**config.mk**
```make
export PLATFORM = sky130hd
export DESIGN_NAME = dram_burst_reader
export DESIGN_NICKNAME = d
export VERILOG_FILES = /design/src/rtl/dram_burst_reader_pkg.sv /design/src/rtl/dram_burst_reader.sv
export SDC_FILE = /design/constraint.sdc
export NUM_CORES = 1
export LEC_CHECK = 0
export CORE_MARGIN = 2
export CORE_UTILIZATION = 43
export CTS_CLUSTER_SIZE = 25
export DETAILED_ROUTE_END_ITERATION = 8
export GPL_ROUTABILITY_DRIVEN = 0
export PLACE_DENSITY = 0.84
export SKIP_LAST_GASP = 1
export SLEW_MARGIN = 20
export SYNTH_ARGS = -nofsm -noshare
export SYNTH_HDL_FRONTEND = slang
export SYNTH_SLANG_ARGS = --single-unit
```
**constraint.sdc**
```tcl
create_clock -name s_axi_aclk -period 4.4 [get_ports s_axi_aclk]
set_input_delay 1.32 -clock s_axi_aclk [delete_from_list [all_inputs] [get_ports s_axi_aclk]]
set_output_delay 1.32 -clock s_axi_aclk [all_outputs]
set_load 0.05 [all_outputs]
```
**src/rtl/dram_burst_reader_pkg.sv**
```systemverilog
`timescale 1ns/1ps
`default_nettype none
// ============================================================================
// Module : dram_burst_reader_pkg
// Brief  : AXI read constants and FSM state encoding shared by the
//          DRAM burst reader.
// Rev    : 1.0  initial release
// ============================================================================
package dram_burst_reader_pkg;

  localparam logic [1:0] BURST_INCR = 2'b01;
  localparam logic [1:0] RESP_OKAY  = 2'b00;
  localparam logic [2:0] ARSIZE_16B = 3'b100;

  // Explicitly encoded so the state register width is fixed.
  typedef enum logic [1:0] {
    ST_IDLE = 2'd0,
    ST_ADDR = 2'd1,
    ST_DATA = 2'd2
  } state_e;

endpackage
`default_nettype wire

```
**src/rtl/dram_burst_reader.sv**
```systemverilog
`timescale 1ns/1ps
`default_nettype none
// ============================================================================
// Module : dram_burst_reader
// Brief  : AXI4 read master. Splits a request (start address + beat count)
//          at 4 KB boundaries into INCR bursts, one outstanding at a time,
//          and streams 128-bit beats to the consumer with back-pressure.
// Rev    : 1.0  initial release
// ============================================================================
module dram_burst_reader
  import dram_burst_reader_pkg::*;
#(
  parameter int DRAM_ADDR_WIDTH = 39,
  parameter int DRAM_DATA_WIDTH = 128
) (
  input  logic                       s_axi_aclk,
  input  logic                       s_axi_aresetn,
  // image controller request/response side
  input  logic [DRAM_ADDR_WIDTH-1:0] dram_read_addr,
  input  logic [7:0]                 dram_read_len,
  input  logic                       dram_read_en,
  input  logic                       dram_buffer_full,
  output logic                       dram_read_busy,
  output logic [DRAM_DATA_WIDTH-1:0] dram_read_data,
  output logic                       dram_read_data_valid,
  output logic                       dram_read_error,
  // AXI AR channel
  output logic [DRAM_ADDR_WIDTH-1:0] m_axi_araddr,
  output logic [7:0]                 m_axi_arlen,
  output logic [2:0]                 m_axi_arsize,
  output logic [1:0]                 m_axi_arburst,
  output logic                       m_axi_arvalid,
  input  logic                       m_axi_arready,
  // AXI R channel
  input  logic [DRAM_DATA_WIDTH-1:0] m_axi_rdata,
  input  logic [1:0]                 m_axi_rresp,
  input  logic                       m_axi_rlast,
  input  logic                       m_axi_rvalid,
  output logic                       m_axi_rready
);

  // arlen of the next burst: the smaller of the beats still owed and the
  // beats left before the next 4 KB line (256 beats of 16 bytes).
  function automatic logic [7:0] split_arlen(input logic [7:0] line_idx,
                                             input logic [8:0] remaining);
    logic [8:0] room;
    logic [8:0] beats;
    room  = 9'd256 - {1'b0, line_idx};
    beats = (remaining < room) ? remaining : room;
    return 8'(beats - 9'd1);
  endfunction

  state_e                     state_q,   state_d;
  logic [DRAM_ADDR_WIDTH-1:0] addr_q,    addr_d;     // start of next unissued beat
  logic [8:0]                 total_q,   total_d;    // beats not yet requested on AR
  logic [7:0]                 beat_cnt_q, beat_cnt_d; // beats left in current burst, minus one
  logic                       busy_q,    busy_d;
  logic [DRAM_DATA_WIDTH-1:0] data_q,    data_d;
  logic                       valid_q,   valid_d;
  logic                       error_q,   error_d;
  logic                       arvalid_q, arvalid_d;
  logic [DRAM_ADDR_WIDTH-1:0] araddr_q,  araddr_d;
  logic [7:0]                 arlen_q,   arlen_d;

  logic [DRAM_ADDR_WIDTH-1:0] req_addr;
  logic [8:0]                 req_total;
  logic [7:0]                 split_line;
  logic [8:0]                 split_total;
  logic [7:0]                 next_arlen;
  logic [8:0]                 ar_beats;
  logic                       ar_hs;
  logic                       r_hs;
  logic                       last_beat;
  logic                       rready;
  logic                       unused_addr_lsbs;

  // Beat-aligned request address; the byte offset inside a beat is dropped.
  assign req_addr         = {dram_read_addr[DRAM_ADDR_WIDTH-1:4], 4'b0000};
  assign unused_addr_lsbs = ^dram_read_addr[3:0];
  assign req_total        = {1'b0, dram_read_len} + 9'd1;

  // The split is evaluated on the incoming request from IDLE and on the
  // running address/remainder when chaining the next burst from DATA.
  assign split_line  = (state_q == ST_IDLE) ? dram_read_addr[11:4] : addr_q[11:4];
  assign split_total = (state_q == ST_IDLE) ? req_total : total_q;
  assign next_arlen  = split_arlen(split_line, split_total);

  assign ar_beats  = {1'b0, arlen_q} + 9'd1;
  assign ar_hs     = arvalid_q & m_axi_arready;
  assign rready    = (state_q == ST_DATA) & ~dram_buffer_full;
  assign r_hs      = rready & m_axi_rvalid;
  assign last_beat = (beat_cnt_q == 8'd0);

  // Next-state logic for the request FSM and all registered outputs.
  always_comb begin
    state_d    = state_q;
    addr_d     = addr_q;
    total_d    = total_q;
    beat_cnt_d = beat_cnt_q;
    busy_d     = busy_q;
    data_d     = data_q;
    valid_d    = 1'b0;
    error_d    = error_q;
    arvalid_d  = arvalid_q;
    araddr_d   = araddr_q;
    arlen_d    = arlen_q;

    case (state_q)
      ST_IDLE: begin
        if (dram_read_en) begin
          addr_d    = req_addr;
          total_d   = req_total;
          busy_d    = 1'b1;
          error_d   = 1'b0;
          arvalid_d = 1'b1;
          araddr_d  = req_addr;
          arlen_d   = next_arlen;
          state_d   = ST_ADDR;
        end
      end
      ST_ADDR: begin
        if (ar_hs) begin
          addr_d     = addr_q + {{(DRAM_ADDR_WIDTH-13){1'b0}}, ar_beats, 4'b0000};
          total_d    = total_q - ar_beats;
          beat_cnt_d = arlen_q;
          arvalid_d  = 1'b0;
          state_d    = ST_DATA;
        end
      end
      ST_DATA: begin
        if (r_hs) begin
          data_d     = m_axi_rdata;
          valid_d    = 1'b1;
          beat_cnt_d = beat_cnt_q - 8'd1;
          if ((m_axi_rresp != RESP_OKAY) || (m_axi_rlast != last_beat)) begin
            error_d = 1'b1;
          end
          // The burst ends on our own count, so an early or missing rlast
          // only flags an error and never desynchronises the split.
          if (last_beat) begin
            if (total_q != 9'd0) begin
              arvalid_d = 1'b1;
              araddr_d  = addr_q;
              arlen_d   = next_arlen;
              state_d   = ST_ADDR;
            end else begin
              busy_d  = 1'b0;
              state_d = ST_IDLE;
            end
          end
        end
      end
      default: begin
        state_d = ST_IDLE;
      end
    endcase
  end

  // State and output registers; reset abandons any transaction in flight.
  always_ff @(posedge s_axi_aclk or negedge s_axi_aresetn) begin
    if (!s_axi_aresetn) begin
      state_q    <= ST_IDLE;
      addr_q     <= '0;
      total_q    <= '0;
      beat_cnt_q <= '0;
      busy_q     <= 1'b0;
      data_q     <= '0;
      valid_q    <= 1'b0;
      error_q    <= 1'b0;
      arvalid_q  <= 1'b0;
      araddr_q   <= '0;
      arlen_q    <= '0;
    end else begin
      state_q    <= state_d;
      addr_q     <= addr_d;
      total_q    <= total_d;
      beat_cnt_q <= beat_cnt_d;
      busy_q     <= busy_d;
      data_q     <= data_d;
      valid_q    <= valid_d;
      error_q    <= error_d;
      arvalid_q  <= arvalid_d;
      araddr_q   <= araddr_d;
      arlen_q    <= arlen_d;
    end
  end

  assign dram_read_busy       = busy_q;
  assign dram_read_data       = data_q;
  assign dram_read_data_valid = valid_q;
  assign dram_read_error      = error_q;
  assign m_axi_araddr         = araddr_q;
  assign m_axi_arlen          = arlen_q;
  assign m_axi_arsize         = ARSIZE_16B;
  assign m_axi_arburst        = BURST_INCR;
  assign m_axi_arvalid        = arvalid_q;
  assign m_axi_rready         = rready;

endmodule
`default_nettype wire

```
# Word-level counts from Yosys, hierarchy flattened
# Index checks and enable logic that the tools add are counted.
[word_totals]
word_cells = 93
in_bits = 184
regBits = 237
[op_classes]
bitwise = 4
n_reduce_logical = 17
add_sub_neg = 7
magnitude_cmp = 1
n_eq_ne = 10
mux = 43
[ops]
columns = ["cell", "count"]
rows = [
  ["$mux 39", 5],
  ["$pmux 39 s2", 2],
  ["$mux 8", 8],
  ["$add 39x13->39", 1],
  ["$pmux 8 s2", 2],
  ["$mux 9", 3],
  ["$add 8x1->9 const B", 2],
  ["$pmux 9 s2", 1],
  ["$sub 8x1->8 const B", 2],
  ["$mux 1", 14],
  ["$ne 2x2->1 const B", 5],
  ["$reduce_and 5->1", 2],
  ["$lt 9x9->1", 1],
  ["$reduce_bool 9->1", 1],
  ["$sub 9x8->9 const A", 1],
  ["$sub 9x9->9", 1],
  ["$logic_not 8->1", 1],
  ["$mux 2", 4],
  ["$reduce_and 4->1", 2],
  ["$reduce_bool 2->1", 4],
  ["$pmux 2 s3", 1],
  ["$reduce_and 3->1", 2],
  ["$reduce_and 6->1", 1],
  ["$ne 2x1->1 const B", 2],
  ["11 further kinds", 14],
]

# Logic depth before layout (Yosys ltp)
# Gate-level depths: netlist (run 1).
[logic_depth]
depth_word = 10
depth_mapped = 22
depth_no_buf = 19

# Least setup slack after synthesis (run 1)
# No wires, ideal clock.
[synth_timing]
kind = "input to register"
startpoint = "in dram_read_addr[8]"
endpoint = "reg arlen_q[6] (netlist: m_axi_arlen[6])"
t_arrival_ps = 4466
required_time_ps = 4317
cell_stages = 19
path_buffers = 1
setup_slack_ps = -149
setup_ps = 83
path_cell_list = "nor3_1 -> nand2_1 -> or4_1 -> o41ai_1 -> xnor2_1 -> ha_1 -> a21o_1 -> a21o_1 -> nor2_1 -> o221ai_2 -> o211ai_2 -> buf_6 -> mux2i_1 -> ha_1 -> nand2_1 -> nor3b_1 -> xor2_1 -> mux2i_1 -> o21ai_0"
[synth_via]
elab_chain_len = 9
elab_cells_between_ends = 10
cone_classes = "add/sub: 2; order compare: 1; mux: 7"
[synth_rtl]
columns = ["item", "line_no", "rtl"]
rows = [
  ["from (decl)", "dram_burst_reader.sv:19", "input logic [DRAM_ADDR_WIDTH-1:0] dram_read_addr,"],
  ["$mux 8 *", "dram_burst_reader.sv:84", "assign split_line = (state_q == ST_IDLE) ? dram_read_addr[11:4] : addr_q[11:4];"],
  ["$sub 9x8->9 *", "dram_burst_reader.sv:48", "room = 9'd256 - {1'b0, line_idx};"],
  ["$lt 9x9->1", "dram_burst_reader.sv:49", "beats = (remaining < room) ? remaining : room;"],
  ["$mux 8 *", "dram_burst_reader.sv:49", ""],
  ["$sub 8x1->8 *", "dram_burst_reader.sv:50", "return 8'(beats - 9'd1);"],
  ["$mux 8", "dram_burst_reader.sv:141", "if (total_q != 9'd0) begin"],
  ["$mux 8", "dram_burst_reader.sv:140", "if (last_beat) begin"],
  ["$mux 8", "dram_burst_reader.sv:131", "if (r_hs) begin"],
  ["$pmux 8 s2 *", "dram_burst_reader.sv:108", "case (state_q)"],
  ["to (signal assigned)", "dram_burst_reader.sv:184", "arlen_q <= arlen_d;"],
  ["to (decl)", "dram_burst_reader.sv:63", "logic [7:0] arlen_q, arlen_d;"],
]
# Every way passes the cells marked *; elsewhere a longest branch is shown, timed or not. The select of a mux whose other input is x is not followed.
# A chain may end at the register's enable or synchronous reset.

# Worst setup path after layout (run 1)
# Ends and elaborated chain as after synthesis.

==> metrics.cfg, run 1 <==
[run_status]
outcome=finished clean

[pwr]
power_leakage_nw=7.33
total_power_mw=15.8
peakVddDrop_mv=0.476
power.density_mw_per_mm2=924

[yosys]
avgSynthCellArea_sq_um=10.7
syn_inst=1095
synth_ff_type=dfrtp_1
syn_area_sq_mm=0.0117
synth_seq_cells=229
ys_seq_area_share_pct=49.0
synth_edf_count=0
ys_async_sr_fraction_pct=100
ys_types=70
yosysWarnings=0

[cts]
holdBufCountCts=0
clock_latency_ps=530
cts_tree=yes
h-tree-depth=1
cts_root_buf=clkbuf_16
cts.sinks=229
path_clk_slew_ps=60
clock_path_buffers=3
cts_buffers=26

[place]
dp_slack_ps=-685
numPortBuffers=355
hpwl_microns=27700
dp_cells=1788
placed_area_sq_mm=0.0159

[sta]
fin_skew_ps=18.2
slew_violations=0
slew_headroom_pct=32.8
hold_viol=0
finalSetupTns_ps=0
rsz0062_at_grt=no
period_share_pct=95.8
setup_viol=0
setup_ws_ps=184
worst_slew_pin_slew_ps=1010
fmax_mhz=237
post-route-min-period_ps=4220

[grt]
grt_first_pass_wirelength_microns=57100
met3_usage_pct=5.03
grtUsageMet2_pct=44.5
grt_pass1_vias=10200
grt_start_max_net_pins=106
grt.busiest_layer=met2
gr-usage-met1_pct=30.3
grt_overflow=0
antenna_found_initial=16
grtUsageTotal_pct=25.5

[final_layout]
finalNetCount=1702
fill_cells=2065
final_area_sq_mm=0.0171
drive_above_1_share_pct=18.9
area_growth_pct=46.0
fin_cells=1863

[worst_setup_path]
path_max_fanout=5
r2r_slack_ps=600
cpPeakStageDelay_ps=550
path_cells=dlymetal6s2s_1 -> nor3_2 -> nand2_1 -> or4_4 -> o41ai_4 -> xnor2_2 -> ha_1 -> a21o_1 -> a21o_1 -> nor2_1 -> o221ai_2 -> o211ai_2 -> mux2i_2 -> ha_4 -> nand2_4 -> nor3b_4 -> xor2_1 -> mux2i_1 -> o21ai_1
reg2reg_from=state_q[1]$_DFFE_PN0P_
crit_required_ps=4790
r2r_cells=17
critical_path_class=in -> reg
reg2reg_to=m_axi_arlen[4]$_DFFE_PN0P_
crit_arrival_ps=4610
crit_top_cell=a21o_1
slowest_stage=or4_4
worst-path-buf-inv=1
crit_family=simple AND/OR/NAND/NOR gates
start_kind=input port
end_kind=flip-flop

[route]
route.antenna.remaining_nets=0
dr.pass1.iters=5
drtIter0Drc=725
num_vias=10200
wl_microns=37400
viasPerCell=5.45
routedWlPerCell_microns=20.1
drc_errors=0

[die]
ios=369
die-area_sq_mm=0.0285
die_h_microns=169
core_sq_mm=0.0268
die_width_microns=169
rows=60
start_util_pct=43.6

[hold_path]
holdCritStartpoint=m_axi_araddr[5]$_DFFE_PN0P_
hold_class=reg -> reg
hold_end=m_axi_araddr[5]$_DFFE_PN0P_
worstHoldPathCells=2

[run]
drv_cap=0

-- final cells by class --
class,instances,area [sq um],area share (%)
clock buffer,35,744,4.36
tap,341,427,2.50
clock inverter,13,206,1.21
inverter,26,97.6,0.572
sequential,229,5730,33.6
antenna,15,37.5,0.220
timing repair buffer,427,4140,24.3
multi-input combinational,777,5680,33.3
-- kinds of logic (layout without fill, tap and decap cells) --
family,Yosys count,after routing,synth area share (%)
DFF,229,229,49.0
xor gates and xnor gates,45,45,3.37
other,2,24,0.0643
muxes,178,178,16.7
adders and majority gates,32,32,3.54
AOI/OAI and AO/OA,236,236,12.2
and+or+nand+nor,277,277,11.3
buffers and inverters,96,501,3.79
-- per-stage QoR --
stage | util (%) | hold WS (ps)
6_report | 63.6 | 481
5_1_grt | 63.6 | 515
4_1_cts | 63.1 | 487
3_5_place_dp | 59.2 | 470
3_3_place_gp | 59.2 | 462
2_1_floorplan | - | 473
-- power breakdown --
group,internal (mW),switching (mW)
sequential,3.13,0.793
combinational,3.69,5.78
clock,1.48,0.894
-- layer usage --
layer | routed length, microns | vias up
met2 | 18700 | 413
met3 | 2750 | 98
met4 | 1770 | 2
li1 | - | 4693
met5 | 13 | -
met1 | 14100 | 4952
-- timing repair --
action / CTS / global route
pin swaps: 9 / 16
setup buffers: 8 / 4
cloned: 0 / 0
resized for setup: 9 / 20
endpoints found under the setup margin: 2 / 3
-- registers in the layout, summed over array words and instances, names as in the netlist --
| signal | cells |
|---|---|
| addr_q | 35 |
| beat_cnt_q | 8 |
| dram_read_busy | 1 |
| dram_read_data | 128 |
| dram_read_data_valid | 1 |
| dram_read_error | 1 |
| m_axi_araddr | 35 |
| m_axi_arlen | 8 |
| m_axi_arvalid | 1 |
| state_q | 2 |
| total_q | 9 |
-- worst register-to-register path: stages, from the launching register on --
cell	delay, ps
dfrtp_1	370
or2_4	370
mux2i_2	210
ha_2	360
inv_1	60
ha_1	270
nand2_1	50
o31a_1	250
maj3_2	320
o221ai_2	170
o211ai_2	180
mux2_4	360
ha_4	190
nand3_1	80
xnor2_1	130
nor2_1	50
a21oi_1	160
o21ai_1	80
-- Yosys cell counts (6+ instances only) --
| library cell | instances | area, sq um |
|---|---|---|
| dfrtp_1 | 229 | 5730 |
| mux2_2 | 131 | 1480 |
| nand2_1 | 107 | 402 |
| o21ai_0 | 89 | 445 |
| a21oi_1 | 65 | 325 |
| nor2_1 | 56 | 210 |
| mux2i_1 | 47 | 470 |
| clkbuf_1 | 38 | 143 |
| nand3_1 | 33 | 165 |
| xnor2_1 | 31 | 272 |
| ha_1 | 29 | 363 |
| inv_1 | 26 | 97.6 |
| and3_1 | 18 | 113 |
| nor3_1 | 14 | 70.1 |
| xor2_1 | 14 | 123 |
| buf_4 | 13 | 97.6 |
| a21o_1 | 9 | 67.6 |
| a2bb2oi_1 | 9 | 78.8 |
| buf_1 | 9 | 33.8 |
| nor4_1 | 8 | 50.1 |
| buf_2 | 7 | 35.0 |
| o22ai_1 | 7 | 43.8 |
| a31oi_1 | 6 | 37.5 |
| nand2b_1 | 6 | 37.5 |
| nand4_1 | 6 | 37.5 |
-- cells in the final DEF, fill, tap and decap left out, types with 4 or more instances in the layout --
| cell | synthesis | final |
|---|---|---|
| nor3b_1 | 5 | 4 |
| and3_1 | 18 | 17 |
| clkdlybuf4s50_1 | 0 | 345 |
| a21o_1 | 9 | 9 |
| nor2_1 | 56 | 56 |
| o22ai_1 | 7 | 7 |
| nor4_1 | 8 | 8 |
| o21ai_1 | 1 | 4 |
| bufinv_16 | 0 | 5 |
| conb_1 | 2 | 9 |
| clkbuf_16 | 0 | 26 |
| clkbuf_8 | 1 | 6 |
| a2bb2oi_1 | 9 | 9 |
| diode_2 | 0 | 15 |
| a31oi_1 | 6 | 6 |
| nand4_1 | 6 | 6 |
| dfrtp_1 | 229 | 229 |
| o22a_1 | 4 | 4 |
| o21a_1 | 4 | 4 |
| nand3_1 | 33 | 33 |
| inv_1 | 26 | 26 |
| xnor2_1 | 31 | 28 |
| dlymetal6s2s_1 | 0 | 7 |
| nand2_1 | 107 | 105 |
| nor3_1 | 14 | 13 |
| o21ai_0 | 89 | 86 |
| mux2i_1 | 47 | 45 |
| or3_1 | 5 | 5 |
| ha_1 | 29 | 26 |
| o21bai_1 | 5 | 5 |
| mux2_2 | 131 | 130 |
| xor2_1 | 14 | 14 |
| buf_4 | 13 | 71 |
| nand2b_1 | 6 | 6 |
| clkinv_2 | 0 | 5 |
| a21oi_1 | 65 | 63 |
-- worst max path at each step --
stage                           start                          to  slack (ps)  cells past startpoint
floorplan           dram_read_addr[8]  m_axi_arlen[6]$_DFFE_PN0P_         -40                     19
global placement    dram_read_addr[8]  m_axi_arlen[6]$_DFFE_PN0P_        -580                     19
detailed placement  dram_read_addr[8]  m_axi_arlen[6]$_DFFE_PN0P_        -690                     19
CTS                  dram_read_len[1]  m_axi_arlen[4]$_DFFE_PN0P_          10                     19
global route        dram_read_addr[8]  m_axi_arlen[4]$_DFFE_PN0P_           4                     19
finish              dram_read_addr[8]  m_axi_arlen[6]$_DFFE_PN0P_         180                     19
Note: power is estimated with default switching activity, not from simulation.
==> inputs of run 2 (changes only) <==
--- a/config.mk
+++ b/config.mk
@@ -6,11 +6,11 @@
 export NUM_CORES = 1
 export LEC_CHECK = 0
 export CORE_MARGIN = 2
-export CORE_UTILIZATION = 43
+export CORE_UTILIZATION = 42
 export CTS_CLUSTER_SIZE = 25
 export DETAILED_ROUTE_END_ITERATION = 8
 export GPL_ROUTABILITY_DRIVEN = 0
-export PLACE_DENSITY = 0.84
+export PLACE_DENSITY = 0.82
 export SKIP_LAST_GASP = 1
 export SLEW_MARGIN = 20
 export SYNTH_ARGS = -nofsm -noshare
==> metrics.cfg, run 2 (synthesis gave the netlist of run 1 again) <==
[run_status]
outcome=finished clean

[pwr]
p_seq_share_pct=24.9
comb_power_share_pct=59.7
clockPowerShare_pct=15.4
p_sw_share_pct=47.4
power.density_mw_per_mm2=929
total_power_mw=15.9
peakVddDrop_mv=0.502
p_int_mw=8.35
power.switching_mw=7.53
power_leakage_nw=7.27

[grt]
grtUsageTotal_pct=24.9
grt_start_max_net_pins=114
antenna_found_initial=8
grt_overflow=0
grt_first_pass_wirelength_microns=56000
grt_pass1_vias=10000

[route]
num_vias=10000
viasPerCell=5.32
wl_microns=37900
routedWlPerCell_microns=20.1
drc_errors=0
route.antenna.remaining_nets=0
drtIter0Drc=695
dr.pass1.iters=6

[cts]
cts_tree=yes
cts_root_buf=clkbuf_16
h-tree-depth=1
path_clk_slew_ps=70
cts_buffers=27
clock_latency_ps=530
clock_path_buffers=3
cts.sinks=229

[final_layout]
multiInputGateArea_sq_mm=0.00572
final_common_cell=clkdlybuf4s50_1
finalNetCount=1698
area_growth_pct=46.3
utilization_pct=62.0
largest_reg_flops=128
fill_cells=2146
drive_above_1_share_pct=19.4
layout_common_cells=clkdlybuf4s50_1, dfrtp_1, mux2_2
seqCellArea_sq_mm=0.00573

[sta]
fin_skew_ps=16.1
finalSetupTns_ps=0
slew_violations=0
setup_viol=0
fmax_mhz=232
post-route-min-period_ps=4310
setup_ws_ps=94.4
hold_viol=0
slew_headroom_pct=31.4
worst_slew_pin_slew_ps=1030
period_share_pct=97.9

[die]
ios=369
die-area_sq_mm=0.0292
start_util_pct=42.4
core_sq_mm=0.0276
die_width_microns=171
rows=61
die_h_microns=171

[worst_setup_path]
end_kind=flip-flop
slowest_stage=clkdlybuf4s50_1
crit_top_cell=a21o_1
crit_arrival_ps=4760
crit_required_ps=4860
critical_path_class=in -> reg
cpPeakStageDelay_ps=450
path_max_fanout=4
path_cells=clkdlybuf4s50_1 -> buf_4 -> nand3b_1 -> o21ai_0 -> nand2_1 -> xnor2_2 -> inv_1 -> ha_1 -> a21o_1 -> a21o_1 -> a31o_2 -> o211ai_2 -> mux2i_2 -> ha_4 -> nand2_2 -> nor3b_2 -> xor2_1 -> mux2i_1 -> o21ai_1
start_kind=input port

[place]
hpwl_microns=28400
numPortBuffers=355
dp_slack_ps=-802

[hold_path]
hold_class=reg -> reg

[run]
drv_cap=0

==> run 2: cell count changes in the layout (fill, tap and decap cells not counted), moves of 3 or more <==
cell	change
nor2_1	-3
buf_4	-6
clkbuf_8	-3
dlymetal6s2s_1	-5
inv_6	+3
diode_2	-9
==> run 2: repair_timing <==
item / CTS / global route
endpoints found under the setup margin: 3 / 3
hold endpoints to repair: 0 / 0
buffers inserted: 3 / 2
hold buffers: 0 / 0
gates cloned: 0 / 0
pin swaps: 14 / 15
resized for setup: 19 / 23
==> run 2: path summary, 6_finish.rpt <==
check / start / depth (start not counted) / end / slack (ps)
hold reg to reg: m_axi_araddr[38]$_DFFE_PN0P_ / 2 / m_axi_araddr[38]$_DFFE_PN0P_ / 480
min in group asynchronous: s_axi_aresetn / 1 / m_axi_araddr[29]$_DFFE_PN0P_ / 830
setup / recovery: dram_read_addr[9] / 19 / m_axi_arlen[6]$_DFFE_PN0P_ / 90
hold / removal: m_axi_araddr[38]$_DFFE_PN0P_ / 2 / m_axi_araddr[38]$_DFFE_PN0P_ / 480
setup reg to reg: state_q[1]$_DFFE_PN0P_ / 17 / m_axi_arlen[6]$_DFFE_PN0P_ / 520
max in group asynchronous: s_axi_aresetn / 2 / dram_read_data[115]$_DFFE_PN0P_ / 2700
==> run 2: stage by stage <==
step / instance area, sq um / instances / hold WS [ps]
after floorplan: 11700 / 1102 / 473
after global placement: 15900 / 1827 / 465
after detailed placement: 15900 / 1827 / 471
after CTS: 17000 / 1879 / 485
after global routing: 17100 / 1886 / 508
final: 17100 / 1887 / 483
==> run 2: final cells by class <==
class,instances,area share [%]
Clock buffer,33,4.26
Timing Repair Buffer,422,23.9
Inverter,26,0.571
Multi-Input combinational cell,777,33.4
Sequential cell,229,33.5
Antenna cell,6,0.0878
Clock inverter,16,1.46
Tap cell,378,2.77
==> run 2: power groups by stage <==
stage	combinational (mW)	clock (mW)	sequential (mW)
global route	10.1	2.59	4.08
finish	9.47	2.45	3.96
global placement	9.02	0	3.91
floorplan	3.57	0	6.48
detailed placement	9.22	0	3.96
CTS	9.34	2.50	3.94
==> run 2: worst max-delay path: cells and delay by family <==
kind | cells | cell delay (ps)
AND/OR/NAND/NOR | 4 | 560
adder cells (fa/ha/maj) | 2 | 370
multiplexers | 2 | 390
XOR/XNOR | 2 | 400
buffers and inverters | 3 | 690
AO/OA/AOI/OAI | 6 | 1030
==> run 2: layer usage <==
| metal | vias to the layer above | track usage, % | share of wire, % |
|---|---|---|---|
| met5 | - | 0 | 0.034 |
| met4 | 2 | 9.36 | 3.2 |
| met3 | 77 | 5.57 | 7.7 |
| met2 | 387 | 46.9 | 54 |
| met1 | 4887 | 27.0 | 35 |
| li1 | 4689 | - | - |
